--- src/rtl/zx_hid_link_rx.sv ---
// HIDman MCU link receiver: syncs and deglitches the serial key lines and the
// parallel register strobes, then emits single-cycle CLK-domain write events.
module zx_hid_link_rx #(
    parameter int unsigned FILTER_LEN = 3,
    parameter int unsigned SETTLE     = 4
) (
    input  logic       CLK,
    input  logic       RST,
    input  logic       SK,
    input  logic       DAT,
    input  logic       STB,
    input  logic       MX,
    input  logic       MY,
    input  logic       MKEY,
    input  logic       JOY,
    input  logic [7:0] DI,
    output logic       key_we,
    output logic [3:0] key_ax,
    output logic [2:0] key_ay,
    output logic       key_state,
    output logic       reg_we,
    output logic [1:0] reg_sel,
    output logic [7:0] reg_data,
    output logic       frame_err
);

    localparam int NCH    = 6;
    localparam int CH_SK  = 0;
    localparam int CH_STB = 1;

    localparam logic [3:0] FLT_TOP   = 4'(FILTER_LEN - 1);
    localparam logic [3:0] SETTLE_LD = 4'(SETTLE);

    typedef enum logic [1:0] {
        ST_IDLE,
        ST_SETTLE,
        ST_WRITE
    } state_t;

    logic [NCH-1:0] w_raw;
    logic [NCH-1:0] r_ch_s1;
    logic [NCH-1:0] r_ch_s2;
    logic           r_dat_s1;
    logic           r_dat_s2;
    logic [7:0]     r_di_s1;
    logic [7:0]     r_di_s2;

    logic [3:0]     r_flt_cnt [NCH];
    logic [NCH-1:0] r_flt;
    logic [NCH-1:0] r_flt_q;
    logic [NCH-1:0] w_rise;

    logic           w_sk_rise;
    logic           w_stb_rise;
    logic           w_stb_lvl;
    logic [6:0]     r_sr;
    logic [2:0]     r_cnt;
    logic           r_key_we;
    logic [3:0]     r_key_ax;
    logic [2:0]     r_key_ay;
    logic           r_key_state;
    logic           r_frame_err;

    logic [3:0]     w_reg_rise;
    logic [3:0]     r_pend;
    logic [3:0]     w_pick;
    logic [3:0]     w_clr;
    state_t         r_state;
    state_t         w_state_nxt;
    logic [3:0]     r_stl;
    logic [3:0]     w_stl_nxt;
    logic [1:0]     r_svc;
    logic [1:0]     w_svc_nxt;
    logic           w_cap;
    logic           r_reg_we;
    logic [1:0]     r_reg_sel;
    logic [7:0]     r_reg_data;

    assign w_raw = {JOY, MKEY, MY, MX, STB, SK};

    always_ff @(posedge CLK) begin
        if (RST) begin
            r_ch_s1  <= '0;
            r_ch_s2  <= '0;
            r_dat_s1 <= 1'b0;
            r_dat_s2 <= 1'b0;
            r_di_s1  <= '0;
            r_di_s2  <= '0;
        end else begin
            r_ch_s1  <= w_raw;
            r_ch_s2  <= r_ch_s1;
            r_dat_s1 <= DAT;
            r_dat_s2 <= r_dat_s1;
            r_di_s1  <= DI;
            r_di_s2  <= r_di_s1;
        end
    end

    // A level is accepted once it has been seen FILTER_LEN samples in a row.
    always_ff @(posedge CLK) begin
        if (RST) begin
            r_flt   <= '0;
            r_flt_q <= '0;
            for (int i = 0; i < NCH; i++) begin
                r_flt_cnt[i] <= '0;
            end
        end else begin
            r_flt_q <= r_flt;
            for (int i = 0; i < NCH; i++) begin
                if (r_ch_s2[i] == r_flt[i]) begin
                    r_flt_cnt[i] <= '0;
                end else if (r_flt_cnt[i] == FLT_TOP) begin
                    r_flt[i]     <= r_ch_s2[i];
                    r_flt_cnt[i] <= '0;
                end else begin
                    r_flt_cnt[i] <= r_flt_cnt[i] + 4'd1;
                end
            end
        end
    end

    assign w_rise     = r_flt & ~r_flt_q;
    assign w_sk_rise  = w_rise[CH_SK];
    assign w_stb_rise = w_rise[CH_STB];
    assign w_stb_lvl  = r_flt[CH_STB];
    assign w_reg_rise = w_rise[5:2];

    always_ff @(posedge CLK) begin
        if (RST) begin
            r_sr        <= '0;
            r_cnt       <= '0;
            r_key_we    <= 1'b0;
            r_key_ax    <= '0;
            r_key_ay    <= '0;
            r_key_state <= 1'b0;
            r_frame_err <= 1'b0;
        end else begin
            r_key_we    <= 1'b0;
            r_frame_err <= 1'b0;
            if (w_sk_rise) begin
                if (w_stb_lvl) begin
                    r_frame_err <= 1'b1;
                end else begin
                    r_sr <= {r_sr[5:0], r_dat_s2};
                    if (r_cnt != 3'd7) begin
                        r_cnt <= r_cnt + 3'd1;
                    end
                end
            end
            // sr/cnt survive the strobe so a repeated STB re-applies the address.
            if (w_stb_rise) begin
                if (r_cnt == 3'd7) begin
                    r_key_we    <= 1'b1;
                    r_key_ax    <= r_sr[3:0];
                    r_key_ay    <= r_sr[6:4];
                    r_key_state <= r_dat_s2;
                end else begin
                    r_frame_err <= 1'b1;
                end
            end
        end
    end

    assign w_pick = r_pend & (~r_pend + 4'd1);

    always_comb begin
        w_state_nxt = r_state;
        w_stl_nxt   = r_stl;
        w_svc_nxt   = r_svc;
        w_clr       = '0;
        w_cap       = 1'b0;
        unique case (r_state)
            ST_IDLE: begin
                if (|r_pend) begin
                    w_state_nxt = ST_SETTLE;
                    w_stl_nxt   = SETTLE_LD;
                    w_clr       = w_pick;
                    unique case (1'b1)
                        w_pick[0]: w_svc_nxt = 2'd0;
                        w_pick[1]: w_svc_nxt = 2'd1;
                        w_pick[2]: w_svc_nxt = 2'd2;
                        w_pick[3]: w_svc_nxt = 2'd3;
                        default:   w_svc_nxt = r_svc;
                    endcase
                end
            end
            ST_SETTLE: begin
                w_stl_nxt = r_stl - 4'd1;
                if (r_stl == 4'd1) begin
                    w_cap       = 1'b1;
                    w_state_nxt = ST_WRITE;
                end
            end
            ST_WRITE: begin
                w_state_nxt = ST_IDLE;
            end
            default: begin
                w_state_nxt = ST_IDLE;
            end
        endcase
    end

    always_ff @(posedge CLK) begin
        if (RST) begin
            r_state    <= ST_IDLE;
            r_stl      <= '0;
            r_svc      <= '0;
            r_pend     <= '0;
            r_reg_we   <= 1'b0;
            r_reg_sel  <= '0;
            r_reg_data <= '0;
        end else begin
            r_state  <= w_state_nxt;
            r_stl    <= w_stl_nxt;
            r_svc    <= w_svc_nxt;
            // A new rise of the strobe being served re-arms it.
            r_pend   <= (r_pend & ~w_clr) | w_reg_rise;
            r_reg_we <= w_cap;
            if (w_cap) begin
                r_reg_sel  <= r_svc;
                r_reg_data <= r_di_s2;
            end
        end
    end

    assign key_we    = r_key_we;
    assign key_ax    = r_key_ax;
    assign key_ay    = r_key_ay;
    assign key_state = r_key_state;
    assign frame_err = r_frame_err;
    assign reg_we    = r_reg_we;
    assign reg_sel   = r_reg_sel;
    assign reg_data  = r_reg_data;

endmodule

--- config.mk ---
export PLATFORM = sky130hd
export DESIGN_NAME = zx_hid_link_rx
export DESIGN_NICKNAME = d
export VERILOG_FILES = /design/src/rtl/zx_hid_link_rx.sv
export SDC_FILE = /design/constraint.sdc
export NUM_CORES = 1
export LEC_CHECK = 0
export CAP_MARGIN = 25
export CORE_UTILIZATION = 51
export DETAILED_ROUTE_END_ITERATION = 12
export PLACE_DENSITY_LB_ADDON = 0.1
export SETUP_SLACK_MARGIN = 0.15
export SLEW_MARGIN = 15
export SYNTH_ARGS = -nofsm -noshare
export SYNTH_HDL_FRONTEND = slang
export SYNTH_SLANG_ARGS = --single-unit
--- constraint.sdc ---
create_clock -name CLK -period 1.5 [get_ports CLK]
set_input_delay 0.375 -clock CLK [delete_from_list [all_inputs] [get_ports CLK]]
set_output_delay 0.375 -clock CLK [all_outputs]
set_load 0.01 [all_outputs]
==> run_results.csv <==
group,metric,value,unit
critical_path,cp.arrival,1.63,ns
clock_tree,cts_inserted_buffers,9,
placed_design,dp_hpwl,4528,um
final_layout,antenna_cells,0,
logic_synthesis,synth_edf_count,24,
sta,rsz0062_at_grt,"yes",
critical_path,r2r_slack,0.09,ns
sta,hold_violations,0,
power,p_leak,2.123,nW
critical_path,slowest_delay,0.38,ns
final_layout,fin_area,0.005369,mm2
critical_path,crit_fanout,4,
clock_tree,cts_max_path_buffers,2,
die,fp.dieH,92.90,um
logic_synthesis,synth-simple-area-share,20.25,%
logic_synthesis,avgSynthCellArea,11.12,um2
min_path,min-delay-start,"RST",
clock_tree,holdBufCountCts,0,
global_routing,grt_pass1_vias,2687,
route,drt_iter0_markers,93,
min_path,hold_class,"input port to flop",
critical_path,r2r-end,"r_flt_cnt[1][2]$_SDFFCE_PN0P_",
flow_run,cap_violations,0,
route,first_pass_iters,4,
route,drc_errors,0,
clock_tree,cts_root_buf,"clkbuf_8",
critical_path,crit_slowest_cell,"edfxtp_1",
placed_design,port_buffers,37,
logic_synthesis,synth_xor_area_share,3.949,%
global_routing,track_usage,17.17,%
final_layout,final_core_util,68.42,%
die,io_pins,38,
die,initial_utilization,53.70,%
critical_path,worst-setup-path-type,"flop to flop",
route,vias,2755,
route,antenna_left,0,
clock_tree,clk_pin_slew_worst_paths,0.10,ns
route,via_per_inst,4.816,
die,core_area,0.007848,mm2
critical_path,r2r-start,"r_flt_cnt[1][0]$_SDFFCE_PN0P_",
min_path,worstHoldPathCells,2,
clock_tree,cts_tree,"built",
logic_synthesis,synth_mux_area_share,6.176,%
die,placementRows,32,
sta,fin_crit,1.411,ns
placed_design,gp_congestion,0.7763,
sta,finalSetupViolations,0,
global_routing,grt_first_pass_wirelength,11540,um
global_routing,overflow,0,
critical_path,start_kind,"flop",
critical_path,path_cells,"inv_1, ha_2, nor3b_4, or3_4, nor2_1",
global_routing,antenna_found_initial,0,
final_layout,layout-drive-gt1-share,27.87,%
route,wl_per_cell,12.07,um
outcome,status,"finished clean",
critical_path,cp.required,1.72,ns
die,fp.dieW,92.90,um
sta,fin_hold_ws,0.4063,ns
logic_synthesis,ys_ff_latch,109,
global_routing,grt_max_degree,31,
logic_synthesis,ys_seq_area_share,57.48,%
logic_synthesis,yosysWarnings,0,
logic_synthesis,synthAdderAreaFrac,4.751,%
logic_synthesis,async_reset_ff_share,0,%
min_path,min_to,"r_flt[2]$_SDFFE_PP0P_",
placed_design,placed_area,0.004890,mm2
clock_tree,h-tree-depth,3,
clock_tree,clock_sinks,109,
sta,final_max_slew_viol_count,0,
logic_synthesis,syn_area,0.004214,mm2
die,die_area,0.008630,mm2
logic_synthesis,synth_top_family_by_area,"simple AND/OR/NAND/NOR gates",
logic_synthesis,synthCells,379,
final_layout,fin_nets,498,
logic_synthesis,yosys_most_used_dff,"dfxtp_1",
clock_tree,clock_latency,0.36,ns
sta,tns,0,ns
sta,clock-skew-final,0.01101,ns
sta,min_period_over_period,94.05,%
route,routed_wl,6903,um
sta,fmax,708.9,MHz
final_layout,syn2layout_area_growth,27.40,%
logic_synthesis,synth_compound_area_share,4.186,%
critical_path,cp-end-kind,"flop",
logic_synthesis,yosysUniqueCellTypes,37,
power,powerDensity,947.4,mW/mm2
critical_path,ff2ff_path_depth,5,
power,ir_drop,0.6242,mV
-- layout make-up --
type	instances	area, um2
Multi-Input combinational cell	263	2009
Fill cell	638	2479
Tap cell	102	127.6
Clock inverter	6	47.55
Timing Repair Buffer	70	566.8
Clock buffer	10	137.6
Inverter	12	45.04
Sequential cell	109	2435
-- Yosys cell counts (2+ instances only) --
master	number	area, um2
dfxtp_1	85	1702
nor2_1	56	210.2
nor2b_1	36	225.2
mux2i_1	26	260.3
edfxtp_1	24	720.7
ha_1	16	200.2
nand2b_1	15	93.84
xnor2_1	13	113.9
inv_1	12	45.04
o21ai_0	11	55.05
buf_2	9	45.04
nor3b_1	9	67.56
clkbuf_1	8	30.03
nand4b_1	8	70.07
nand3_1	6	30.03
or3_1	6	37.54
xor2_1	6	52.55
a21oi_1	4	20.02
nor3_1	4	20.02
a211oi_1	3	22.52
nand3b_1	3	22.52
a31oi_1	2	12.51
and2_1	2	12.51
nand2_1	2	7.510
-- flip-flops by register name, indices dropped and copies added (netlist names), 4 cells and up --
| signal | flops |
|---|---|
| key_ax | 4 |
| r_ch_s1 | 6 |
| r_ch_s2 | 6 |
| r_di_s1 | 8 |
| r_di_s2 | 8 |
| r_flt | 6 |
| r_flt_cnt | 24 |
| r_flt_q | 6 |
| r_pend | 4 |
| r_sr | 7 |
| r_stl | 4 |
| reg_data | 8 |
-- how the worst max path moves through the flow --
stage | startpoint | endpoint | slack (ns) | depth (start not counted)
floorplan | r_cnt[0]$_SDFFE_PP0P_ | r_cnt[1]$_SDFFE_PP0P_ | 0.15 | 5
global placement | r_flt_cnt[0][0]$_SDFFCE_PN0P_ | r_flt_cnt[0][3]$_SDFFCE_PN0P_ | 0.09 | 5
detailed placement | r_flt_cnt[0][0]$_SDFFCE_PN0P_ | r_flt_cnt[0][3]$_SDFFCE_PN0P_ | 0.05 | 5
CTS | key_ay[0]$_SDFFE_PP0P_ | key_ay[0] | 0.1 | 1
global route | r_cnt[1]$_SDFFE_PP0P_ | r_cnt[2]$_SDFFE_PP0P_ | 0.02 | 5
finish | r_flt_cnt[1][0]$_SDFFCE_PN0P_ | r_flt_cnt[1][2]$_SDFFCE_PN0P_ | 0.09 | 5
-- repair_timing --
action                     4_1_cts  5_1_grt
setup endpoints to repair       65       71
setup buffers                   11        3
gates resized for setup         79       56
pin swaps                       16       14
-- cells in the final DEF (no fill, tap or decap), types with 4 or more instances in the layout --
master,netlist,final
dfxtp_1,85,75
nor2b_1,36,36
nor2_1,56,36
buf_4,0,31
mux2i_1,26,26
edfxtp_1,24,24
conb_1,1,24
nand2b_1,15,15
clkdlybuf4s50_1,0,15
nor2_2,0,14
clkbuf_2,0,14
inv_1,12,12
xnor2_1,13,12
clkbuf_8,0,10
dfxtp_2,0,10
nand4b_1,8,8
o21ai_0,11,7
ha_2,0,7
or3_4,0,6
nor2_4,0,6
nand3_1,6,6
xor2_1,6,6
ha_1,16,6
a21oi_1,4,4
nor3b_2,0,4
nor3_1,4,4
o21ai_1,0,4
nor3b_4,0,4
-- power breakdown --
group | leakage (nW) | internal [mW] | switching [mW]
Sequential | 0.944 | 3.07 | 0.0497
Clock | 0.0928 | 0.662 | 0.980
Combinational | 1.09 | 0.180 | 0.145
-- critical path: cells and delay by family (launching register included) --
kind | cells | cell delay [ns]
and+or+nand+nor | 3 | 0.66
DFF | 1 | 0.38
adders and majority gates | 1 | 0.17
buffers and inverters | 1 | 0.06
-- routing by layer --
layer / up-vias / routed length (um) / track usage [%]
li1: 1419 / - / -
met1: 1294 / 3023 / 20.02
met2: 31 / 3583 / 29.47
met3: 11 / 183 / 4.926
met4: 0 / 114 / 7.051
met5: - / 0 / 0
-- cells by family after synthesis --
| group | Yosys count |
|---|---|
| simple gates | 151 |
| buf+inv | 30 |
| fa+ha+maj | 16 |
| mux | 26 |
| other cells | 1 |
| xor+xnor | 19 |
| compound gates | 27 |
| flops | 109 |
-- through the flow --
stage	setup slack [ns]	std cells	power, mW
floorplan	0.1515	402	3.337
global placement	0.09429	542	3.429
detailed placement	0.04826	542	3.437
CTS	0.09661	569	5.117
global route	0.02335	572	5.296
finish	0.08930	572	5.086
Note: power is estimated with default switching activity, not from simulation.
